--- config.mk ---
export PLATFORM = sky130hd
export DESIGN_NAME = lm32_seq_divider_flat
export DESIGN_NICKNAME = d
export VERILOG_FILES = /design/src/rtl/lm32_seq_divider_if.sv /design/src/rtl/lm32_seq_divider.sv /design/src/flat_wrapper.sv
export SDC_FILE = /design/constraint.sdc
export NUM_CORES = 1
export LEC_CHECK = 0
export ABC_AREA = 1
export BUFFER_PORTS_ARGS = -buffer_cell sky130_fd_sc_hd__buf_4
export CAP_MARGIN = 20
export CORE_MARGIN = 2
export CORE_UTILIZATION = 50
export CTS_CLUSTER_SIZE = 10
export DETAILED_ROUTE_END_ITERATION = 8
export GPL_ROUTABILITY_DRIVEN = 0
export GPL_TIMING_DRIVEN = 1
export PLACE_DENSITY = 0.73
export REMOVE_ABC_BUFFERS = 1
export SYNTH_ARGS = -nofsm -noshare
export SYNTH_HDL_FRONTEND = slang
export SYNTH_SLANG_ARGS = --single-unit
--- constraint.sdc ---
create_clock -name clk_i -period 2.7 [get_ports clk_i]
set_clock_uncertainty 0.2 [all_clocks]
set_input_delay 0 -clock clk_i [delete_from_list [all_inputs] [get_ports clk_i]]
set_output_delay 0 -clock clk_i [all_outputs]
set_load 0.02 [all_outputs]
--- src/rtl/lm32_seq_divider_if.sv ---
// Request/response and external adder/subtractor signals of the sequential divider.
// The divider takes the slave side; the requester plus adder model take the master side.
interface lm32_seq_divider_if;
    logic        start_i;
    logic        signed_i;
    logic        kill_i;
    logic [31:0] dividend_i;
    logic [31:0] divisor_i;
    logic        busy_o;
    logic        done_o;
    logic        dbz_o;
    logic [31:0] quotient_o;
    logic [31:0] remainder_o;
    logic [31:0] addsub_a_o;
    logic [31:0] addsub_b_o;
    logic        addsub_cin_o;
    logic        addsub_add_sub_o;
    logic [31:0] addsub_result_i;
    logic        addsub_cout_i;

    modport slave (
        input  start_i, signed_i, kill_i, dividend_i, divisor_i,
        input  addsub_result_i, addsub_cout_i,
        output busy_o, done_o, dbz_o, quotient_o, remainder_o,
        output addsub_a_o, addsub_b_o, addsub_cin_o, addsub_add_sub_o
    );

    modport master (
        output start_i, signed_i, kill_i, dividend_i, divisor_i,
        output addsub_result_i, addsub_cout_i,
        input  busy_o, done_o, dbz_o, quotient_o, remainder_o,
        input  addsub_a_o, addsub_b_o, addsub_cin_o, addsub_add_sub_o
    );
endinterface

--- src/rtl/lm32_seq_divider.sv ---
// Sequential 32-bit restoring divider (signed/unsigned), one quotient bit per cycle,
// sharing an external adder/subtractor for the trial subtraction.
module lm32_seq_divider #(
    parameter logic [31:0] DBZ_QUOTIENT = 32'hFFFFFFFF
) (
    input logic               clk_i,
    input logic               rst_i,
    lm32_seq_divider_if.slave bus
);

    typedef enum logic [2:0] {StIdle, StPrep, StIter, StFix, StDone} state_e;

    state_e      state_q;
    logic [31:0] dividend_q;
    logic [31:0] divisor_q;
    logic        op_signed_q;
    logic [31:0] q_q;
    logic [31:0] r_q;
    logic [31:0] d_q;
    logic [4:0]  cnt_q;
    logic        quot_neg_q;
    logic        rem_neg_q;
    logic [31:0] quotient_q;
    logic [31:0] remainder_q;
    logic        busy_q;
    logic        done_q;
    logic        dbz_q;

    logic [31:0] shift_s;
    logic        accept;
    logic [31:0] abs_dividend;
    logic [31:0] abs_divisor;

    // R[31] is bit 32 of the shifted partial remainder, so S >= 2^32 > D always accepts.
    assign shift_s = {r_q[30:0], q_q[31]};
    assign accept  = bus.addsub_cout_i | r_q[31];

    assign abs_dividend = (op_signed_q && dividend_q[31]) ? -dividend_q : dividend_q;
    assign abs_divisor  = (op_signed_q && divisor_q[31])  ? -divisor_q  : divisor_q;

    always_comb begin
        bus.addsub_a_o       = 32'd0;
        bus.addsub_b_o       = 32'd0;
        bus.addsub_cin_o     = 1'b1;
        bus.addsub_add_sub_o = 1'b0;
        if (state_q == StIter) begin
            bus.addsub_a_o = shift_s;
            bus.addsub_b_o = d_q;
        end
    end

    assign bus.busy_o      = busy_q;
    assign bus.done_o      = done_q;
    assign bus.dbz_o       = dbz_q;
    assign bus.quotient_o  = quotient_q;
    assign bus.remainder_o = remainder_q;

    always_ff @(posedge clk_i) begin
        if (rst_i) begin
            state_q     <= StIdle;
            dividend_q  <= 32'd0;
            divisor_q   <= 32'd0;
            op_signed_q <= 1'b0;
            q_q         <= 32'd0;
            r_q         <= 32'd0;
            d_q         <= 32'd0;
            cnt_q       <= 5'd0;
            quot_neg_q  <= 1'b0;
            rem_neg_q   <= 1'b0;
            quotient_q  <= 32'd0;
            remainder_q <= 32'd0;
            busy_q      <= 1'b0;
            done_q      <= 1'b0;
            dbz_q       <= 1'b0;
        end else begin
            done_q <= 1'b0;
            case (state_q)
                StIdle: begin
                    if (bus.start_i && !bus.kill_i) begin
                        dividend_q  <= bus.dividend_i;
                        divisor_q   <= bus.divisor_i;
                        op_signed_q <= bus.signed_i;
                        busy_q      <= 1'b1;
                        state_q     <= StPrep;
                    end
                end
                StPrep: begin
                    if (bus.kill_i) begin
                        busy_q  <= 1'b0;
                        state_q <= StIdle;
                    end else begin
                        q_q        <= abs_dividend;
                        d_q        <= abs_divisor;
                        r_q        <= 32'd0;
                        cnt_q      <= 5'd0;
                        quot_neg_q <= dividend_q[31] ^ divisor_q[31];
                        rem_neg_q  <= dividend_q[31];
                        if (divisor_q == 32'd0) begin
                            quotient_q  <= DBZ_QUOTIENT;
                            remainder_q <= dividend_q;
                            dbz_q       <= 1'b1;
                            busy_q      <= 1'b0;
                            done_q      <= 1'b1;
                            state_q     <= StDone;
                        end else begin
                            dbz_q   <= 1'b0;
                            state_q <= StIter;
                        end
                    end
                end
                StIter: begin
                    if (bus.kill_i) begin
                        busy_q  <= 1'b0;
                        state_q <= StIdle;
                    end else begin
                        if (accept) begin
                            r_q <= bus.addsub_result_i;
                            q_q <= {q_q[30:0], 1'b1};
                        end else begin
                            r_q <= shift_s;
                            q_q <= {q_q[30:0], 1'b0};
                        end
                        cnt_q <= cnt_q + 5'd1;
                        if (cnt_q == 5'd31) begin
                            state_q <= StFix;
                        end
                    end
                end
                StFix: begin
                    if (bus.kill_i) begin
                        busy_q  <= 1'b0;
                        state_q <= StIdle;
                    end else begin
                        if (op_signed_q) begin
                            quotient_q  <= quot_neg_q ? -q_q : q_q;
                            remainder_q <= rem_neg_q ? -r_q : r_q;
                        end else begin
                            quotient_q  <= q_q;
                            remainder_q <= r_q;
                        end
                        busy_q  <= 1'b0;
                        done_q  <= 1'b1;
                        state_q <= StDone;
                    end
                end
                StDone: begin
                    state_q <= StIdle;
                end
                default: begin
                    state_q <= StIdle;
                end
            endcase
        end
    end

endmodule

--- src/flat_wrapper.sv ---
// flat-port wrapper written by rule: the top's interface ports become plain ports
module lm32_seq_divider_flat 
#(
    parameter logic [31:0] DBZ_QUOTIENT = 32'hFFFFFFFF
)
  (clk_i, rst_i, bus_start_i, bus_signed_i, bus_kill_i, bus_dividend_i, bus_divisor_i, bus_addsub_result_i, bus_addsub_cout_i, bus_busy_o, bus_done_o, bus_dbz_o, bus_quotient_o, bus_remainder_o, bus_addsub_a_o, bus_addsub_b_o, bus_addsub_cin_o, bus_addsub_add_sub_o);
  lm32_seq_divider_if bus_i ();
  input logic clk_i;
  input logic rst_i;
  input wire logic [$bits(bus_i.start_i)-1:0] bus_start_i;
  input wire logic [$bits(bus_i.signed_i)-1:0] bus_signed_i;
  input wire logic [$bits(bus_i.kill_i)-1:0] bus_kill_i;
  input wire logic [$bits(bus_i.dividend_i)-1:0] bus_dividend_i;
  input wire logic [$bits(bus_i.divisor_i)-1:0] bus_divisor_i;
  input wire logic [$bits(bus_i.addsub_result_i)-1:0] bus_addsub_result_i;
  input wire logic [$bits(bus_i.addsub_cout_i)-1:0] bus_addsub_cout_i;
  output wire logic [$bits(bus_i.busy_o)-1:0] bus_busy_o;
  output wire logic [$bits(bus_i.done_o)-1:0] bus_done_o;
  output wire logic [$bits(bus_i.dbz_o)-1:0] bus_dbz_o;
  output wire logic [$bits(bus_i.quotient_o)-1:0] bus_quotient_o;
  output wire logic [$bits(bus_i.remainder_o)-1:0] bus_remainder_o;
  output wire logic [$bits(bus_i.addsub_a_o)-1:0] bus_addsub_a_o;
  output wire logic [$bits(bus_i.addsub_b_o)-1:0] bus_addsub_b_o;
  output wire logic [$bits(bus_i.addsub_cin_o)-1:0] bus_addsub_cin_o;
  output wire logic [$bits(bus_i.addsub_add_sub_o)-1:0] bus_addsub_add_sub_o;
  assign bus_i.start_i = bus_start_i;
  assign bus_i.signed_i = bus_signed_i;
  assign bus_i.kill_i = bus_kill_i;
  assign bus_i.dividend_i = bus_dividend_i;
  assign bus_i.divisor_i = bus_divisor_i;
  assign bus_i.addsub_result_i = bus_addsub_result_i;
  assign bus_i.addsub_cout_i = bus_addsub_cout_i;
  assign bus_busy_o = bus_i.busy_o;
  assign bus_done_o = bus_i.done_o;
  assign bus_dbz_o = bus_i.dbz_o;
  assign bus_quotient_o = bus_i.quotient_o;
  assign bus_remainder_o = bus_i.remainder_o;
  assign bus_addsub_a_o = bus_i.addsub_a_o;
  assign bus_addsub_b_o = bus_i.addsub_b_o;
  assign bus_addsub_cin_o = bus_i.addsub_cin_o;
  assign bus_addsub_add_sub_o = bus_i.addsub_add_sub_o;
  lm32_seq_divider #(.DBZ_QUOTIENT(DBZ_QUOTIENT)) u_core (.clk_i(clk_i), .rst_i(rst_i), .bus(bus_i));
endmodule
### Word level (Yosys, flattened, before mapping)

Index checks and enable logic that the tools add are counted.

* add/subtract/negate cells: 5
* eq/ne operators: 12
* mux-type cells: 43
* bitwise gates (word level): 3
* reductions and logical operators: 15

Operators by type and width (number)
* 2-to-1 mux 32 bit: 19
* case mux 32 bit (2 select lines): 4
* negation 32 bit: 4
* zero test 32 bit: 1
* 2-to-1 mux 3 bit: 6
* case mux 3 bit (4 select lines): 1
* 2-to-1 mux 5 bit: 2
* case mux 5 bit (2 select lines): 1
* 2-to-1 mux 1 bit: 8
* inequality test 2 bit, second input constant: 4
* AND reduction 4 bit: 2
* equality test 3 x 2 -> 1 bit, second input constant: 2
* AND reduction 2 bit: 3
* adder 5 x 1 -> 5 bit, second input constant: 1
* equality test 5 bit, second input constant: 1
* inequality test 2 x 1 -> 1 bit, second input constant: 2
* case mux 1 bit (4 select lines): 1
* nonzero test 2 bit: 2
* nonzero test 4 bit: 1
* equality test 3 x 1 -> 1 bit, second input constant: 1
* logical AND 1 bit: 3
* zero test 3 bit: 1
* inequality test 3 x 2 -> 1 bit, second input constant: 1
* inequality test 3 bit, second input constant: 1
* 6 further kinds: 6

* register bits after elaboration: 238
* input bits: 102
* output and inout port bits: 133
* word-level logic and storage cells: 93

### Depth between registers and ports, before layout

* depth after elaboration: 5
* depth in mapped cells: 13
* mapped depth without buffers: 13

### Worst setup path after synthesis

Ideal clock, no wire load.

* path kind: register to register
* start point: reg u_core.divisor_q[0]
* end point: reg u_core.remainder_q[8] (netlist: u_core.bus.remainder_o[8])
* library setup time: 116 ps
* data arrival time: 1723 ps
* data required time: 2384 ps
* setup slack: 661 ps
* stages on the path, launching flop included: 14
* path buffers: 2
* clock period less this slack: 2039 ps
* path through: dfxtp_1 > inv_1 > ha_1 > nand3_1 > nor2_1 > nand2_1 > nor2_2 > nand3_2 > nand2_1 > buf_6 > inv_2 > buf_6 > nor2_1 > nor2_1

* longest elaborated chain between the ends: 3

Ends and longest elaborated chain
* start, declared: RTL line lm32_seq_divider.sv:15 `logic [31:0] divisor_q;`
* start signal, assigned: RTL line lm32_seq_divider.sv:81 `divisor_q <= bus.divisor_i;`
* zero test 32 bit: RTL line lm32_seq_divider.sv:98 `if (divisor_q == 32'd0) begin`
* inequality test 2 x 1 -> 1 bit (no line)
* AND reduction 4 bit (no line)
* end signal, assigned: RTL line lm32_seq_divider.sv:100 `remainder_q <= dividend_q;`
* end signal, assigned: RTL line lm32_seq_divider.sv:136 `remainder_q <= rem_neg_q ? -r_q : r_q;`
* end signal, assigned: RTL line lm32_seq_divider.sv:139 `remainder_q <= r_q;`
* end, declared: RTL line lm32_seq_divider.sv:24 `logic [31:0] remainder_q;`

Every way passes these cells.
A chain may end at the register's enable or synchronous reset.

### Worst setup path after layout

* start point: reg u_core.state_q[2]
* end point: reg u_core.dividend_q[4]

* longest elaborated chain between the ends: 2

Ends and longest elaborated chain
* start, declared: RTL line lm32_seq_divider.sv:13 `state_e state_q;`
* start signal, assigned: RTL line lm32_seq_divider.sv:60 `state_q <= StIdle;`
* start signal, assigned: RTL line lm32_seq_divider.sv:84 `state_q <= StPrep;`
* start signal, assigned: RTL line lm32_seq_divider.sv:90 `state_q <= StIdle;`
* zero test 3 bit: RTL line lm32_seq_divider.sv:77 `case (state_q)`
* AND reduction 2 bit (no line)
* end signal, assigned: RTL line lm32_seq_divider.sv:80 `dividend_q <= bus.dividend_i;`
* end, declared: RTL line lm32_seq_divider.sv:14 `logic [31:0] dividend_q;`

Every way passes these cells.

==> flow_summary.ini <==
[power]
ir_drop_mv = 0.3577
power.density_mw_per_mm2 = 534.5
switchingPower_uw = 2829
power_leakage_uw = 0.007699
pwr-share-comb = 0.214
total_power_uw = 9293
p_sw_frac = 0.3045
p_clk_frac = 0.363
p_int_uw = 6463
pwr-share-seq = 0.423

[layout]
final_cell_mix = nor2_1, nand2_1, buf_4
layout.area.seq_mm2 = 0.004765
layout-drive-gt1-share = 0.1383
area_growth_pct = 36.02
multi_input_area_mm2 = 0.006764
diodes = 0
nets = 2459
layout_commonest_cell = nor2_1
fill_cells = 2116

[worst_setup_path]
worst_path_largest_cell_delay_ps = 570
crit_required_ps = 2920
cp_max_fo = 83
r2r_cells = 8
worstPathArrival_ps = 2760
crit_type = register to register
crit_slowest_cell = dlygate4sd3_1
cp_cell_sequence = nor2_1 -> nand2_1 -> nor3_4 -> clkinv_2 -> buf_12 -> o21ai_0 -> a21oi_1 -> dlygate4sd3_1
cp-start-kind = register
crit_path_end_kind = register

[yosys]
synth-main-ff-cell = dfxtp_1
synthMuxAreaShare = 0
synth.cell_area_mm2 = 0.01278
async_reset_ff_frac = 0
synth_xor_area_frac = 0.01302
yosys.area_share.simple = 0.2751
avgSynthCellArea_um2 = 6.423
postSynthCellCount = 1990
seq_area_frac_synth = 0.3727
ys_types = 45
synthAdderAreaFrac = 0.005873
synth_seq_cells = 238
synth_compound_area_frac = 0.2328
synth-edff-count = 0
ys_warn_count = 0
synth_top_family_by_area = simple AND/OR/NAND/NOR gates

[routing]
dr.pass1.iters = 5
vias = 14834
wl_per_cell_um = 15.76
postRouteAntennaNets = 0
vias_per_cell = 5.519
routed_wl_um = 42350
drtIter0Drc = 1343
drc = 0

[placement]
dpl.hpwl_um = 28580
io_buffers = 232
place_ws_ps = 262.3

[sta]
period_share = 0.9411
worstMarginPinSlew_ps = 668.3
grt_setup_unrepaired = no
slew_headroom = 0.5507
setup_ws_ps = 159.1
slew_viol_final = 0
finalHoldViolCount = 0
clock.fmax_ghz = 0.3936
setup_viol = 0
min_period_ps = 2541

[die]
coreArea_mm2 = 0.02511
start_util = 0.5091
rows = 58
die_w_um = 163.9
die_y_um = 163.9
die_area_mm2 = 0.02686
ioPinCount = 235

[status]
outcome = complete, no violations

[global_route]
grt_use_met1 = 0.3797
track_usage = 0.3058
grt_pass1_vias = 13772
grt-busiest-layer = met2
grt_first_pass_wirelength_um = 67230
grt_overflow = 0
grt_use_met2 = 0.5432
use_met3 = 0.04747
antenna_found_initial = 0
grt_start_max_net_pins = 100

[clock_tree]
clk_latency_ps = 540
cts_tree = built
cts.clk_slew.worst_paths_ps = 60
cts.sinks = 238
h-tree-depth = 1
clockBufferDepth = 3
cts_setup_buffers = 0
cts_buffers = 28
clockRootBuffer = clkbuf_16

[flow_run]
maxCapViolCount = 0

[min_path]
worst_hold_path.num_cells = 6
hp-class = input pin to register
==> synth_stat cells (all sizes together) (2+ instances only) <==
cell type / number / share of area
nor2: 321 / 0.095
nand2: 311 / 0.092
o21ai: 254 / 0.099
dfxtp: 238 / 0.37
a21oi: 231 / 0.090
inv: 210 / 0.062
nand3: 160 / 0.063
clkbuf: 90 / 0.027
o22ai: 38 / 0.019
buf: 22 / 0.011
nand4: 22 / 0.011
xor2: 16 / 0.011
o211ai: 15 / 0.0088
nor3: 13 / 0.0068
ha: 6 / 0.0059
o221ai: 6 / 0.0041
nand3b: 5 / 0.0029
o31ai: 5 / 0.0029
a221oi: 4 / 0.0027
or2: 4 / 0.0020
nor3b: 3 / 0.0018
xnor2: 3 / 0.0021
a211oi: 2 / 0.0012
conb: 2 / 0.00059
==> worst max-delay path, delay by kind of cell (launching register included) <==
kind	cells	cell delay, ps
flops	1	350
compound gates	2	370
simple gates	3	560
buf+inv	3	890
==> logic make-up after synthesis <==
logic type	after synthesis
AO/OA/AOI/OAI	562
XOR/XNOR	19
adder cells (fa/ha/maj)	6
buffers and inverters	323
flip-flops	238
other	2
AND/OR/NAND/NOR	840
==> per-stage QoR <==
stage	hold slack [ps]	std cells	utilization	area [µm²]	setup TNS (ps)
after floorplan	-130.9	1878	-	12300	-205030
after global placement	25.15	2474	0.5896	14800	0
after detailed placement	27.44	2474	0.5896	14800	0
after CTS	80.78	2687	0.6907	17340	0
after global routing	112.2	2688	0.6924	17390	0
final	83.12	2688	0.6924	17390	0
==> routing by layer <==
metal	wire length, µm	vias up	part of all wire
li1	-	7323	-
met1	17380	6833	0.41
met2	20760	594	0.49
met3	3159	84	0.075
met4	1053	0	0.025
met5	0	-	0
==> final timing paths <==
kind | slack [ps] | startpoint | to
min reg2reg | 270 | u_core.bus.busy_o | u_core.bus.busy_o
max reg2reg | 160 | u_core.state_q[2] | u_core.dividend_q[4]
max | 160 | u_core.state_q[2] | u_core.dividend_q[4]
min | 80 | bus_addsub_cout_i | u_core.q_q[0]
==> area by class of cell <==
| type | count | share of cell area |
|---|---|---|
| Inverter | 211 | 0.04577 |
| Timing Repair Buffer | 443 | 0.2227 |
| Sequential cell | 238 | 0.2740 |
| Clock inverter | 1 | 0.0002879 |
| Tap cell | 330 | 0.02375 |
| Multi-Input combinational cell | 1429 | 0.3890 |
| Clock buffer | 36 | 0.04440 |
==> power by group through the flow <==
| stage | Sequential (µW) | Combinational, µW | Clock [µW] |
|---|---|---|---|
| 2_1_floorplan | 3950 | 1160 | 0 |
| 3_3_place_gp | 3990 | 1690 | 0 |
| 3_5_place_dp | 3990 | 1720 | 0 |
| 4_1_cts | 3920 | 1930 | 3390 |
| 5_1_grt | 3950 | 2230 | 3540 |
| 6_report | 3930 | 1990 | 3370 |
==> repair_timing <==
item / in CTS / in global routing
gates resized for setup: 0 / 4
hold buffers: 176 / 0
endpoints found under the setup margin: 0 / 30
endpoints found under the hold margin: 194 / 0
==> flip-flops by register name, summed over array words and instances, names as in the netlist <==
register	cells
u_core.q_q	32
u_core.bus.quotient_o	32
u_core.divisor_q	32
u_core.bus.done_o	1
u_core.dividend_q	32
u_core.r_q	32
u_core.rem_neg_q	1
u_core.cnt_q	5
u_core.op_signed_q	1
u_core.quot_neg_q	1
u_core.d_q	32
u_core.bus.dbz_o	1
u_core.bus.busy_o	1
u_core.bus.remainder_o	32
u_core.state_q	3
No activity file was read; power rests on OpenSTA's default activity.
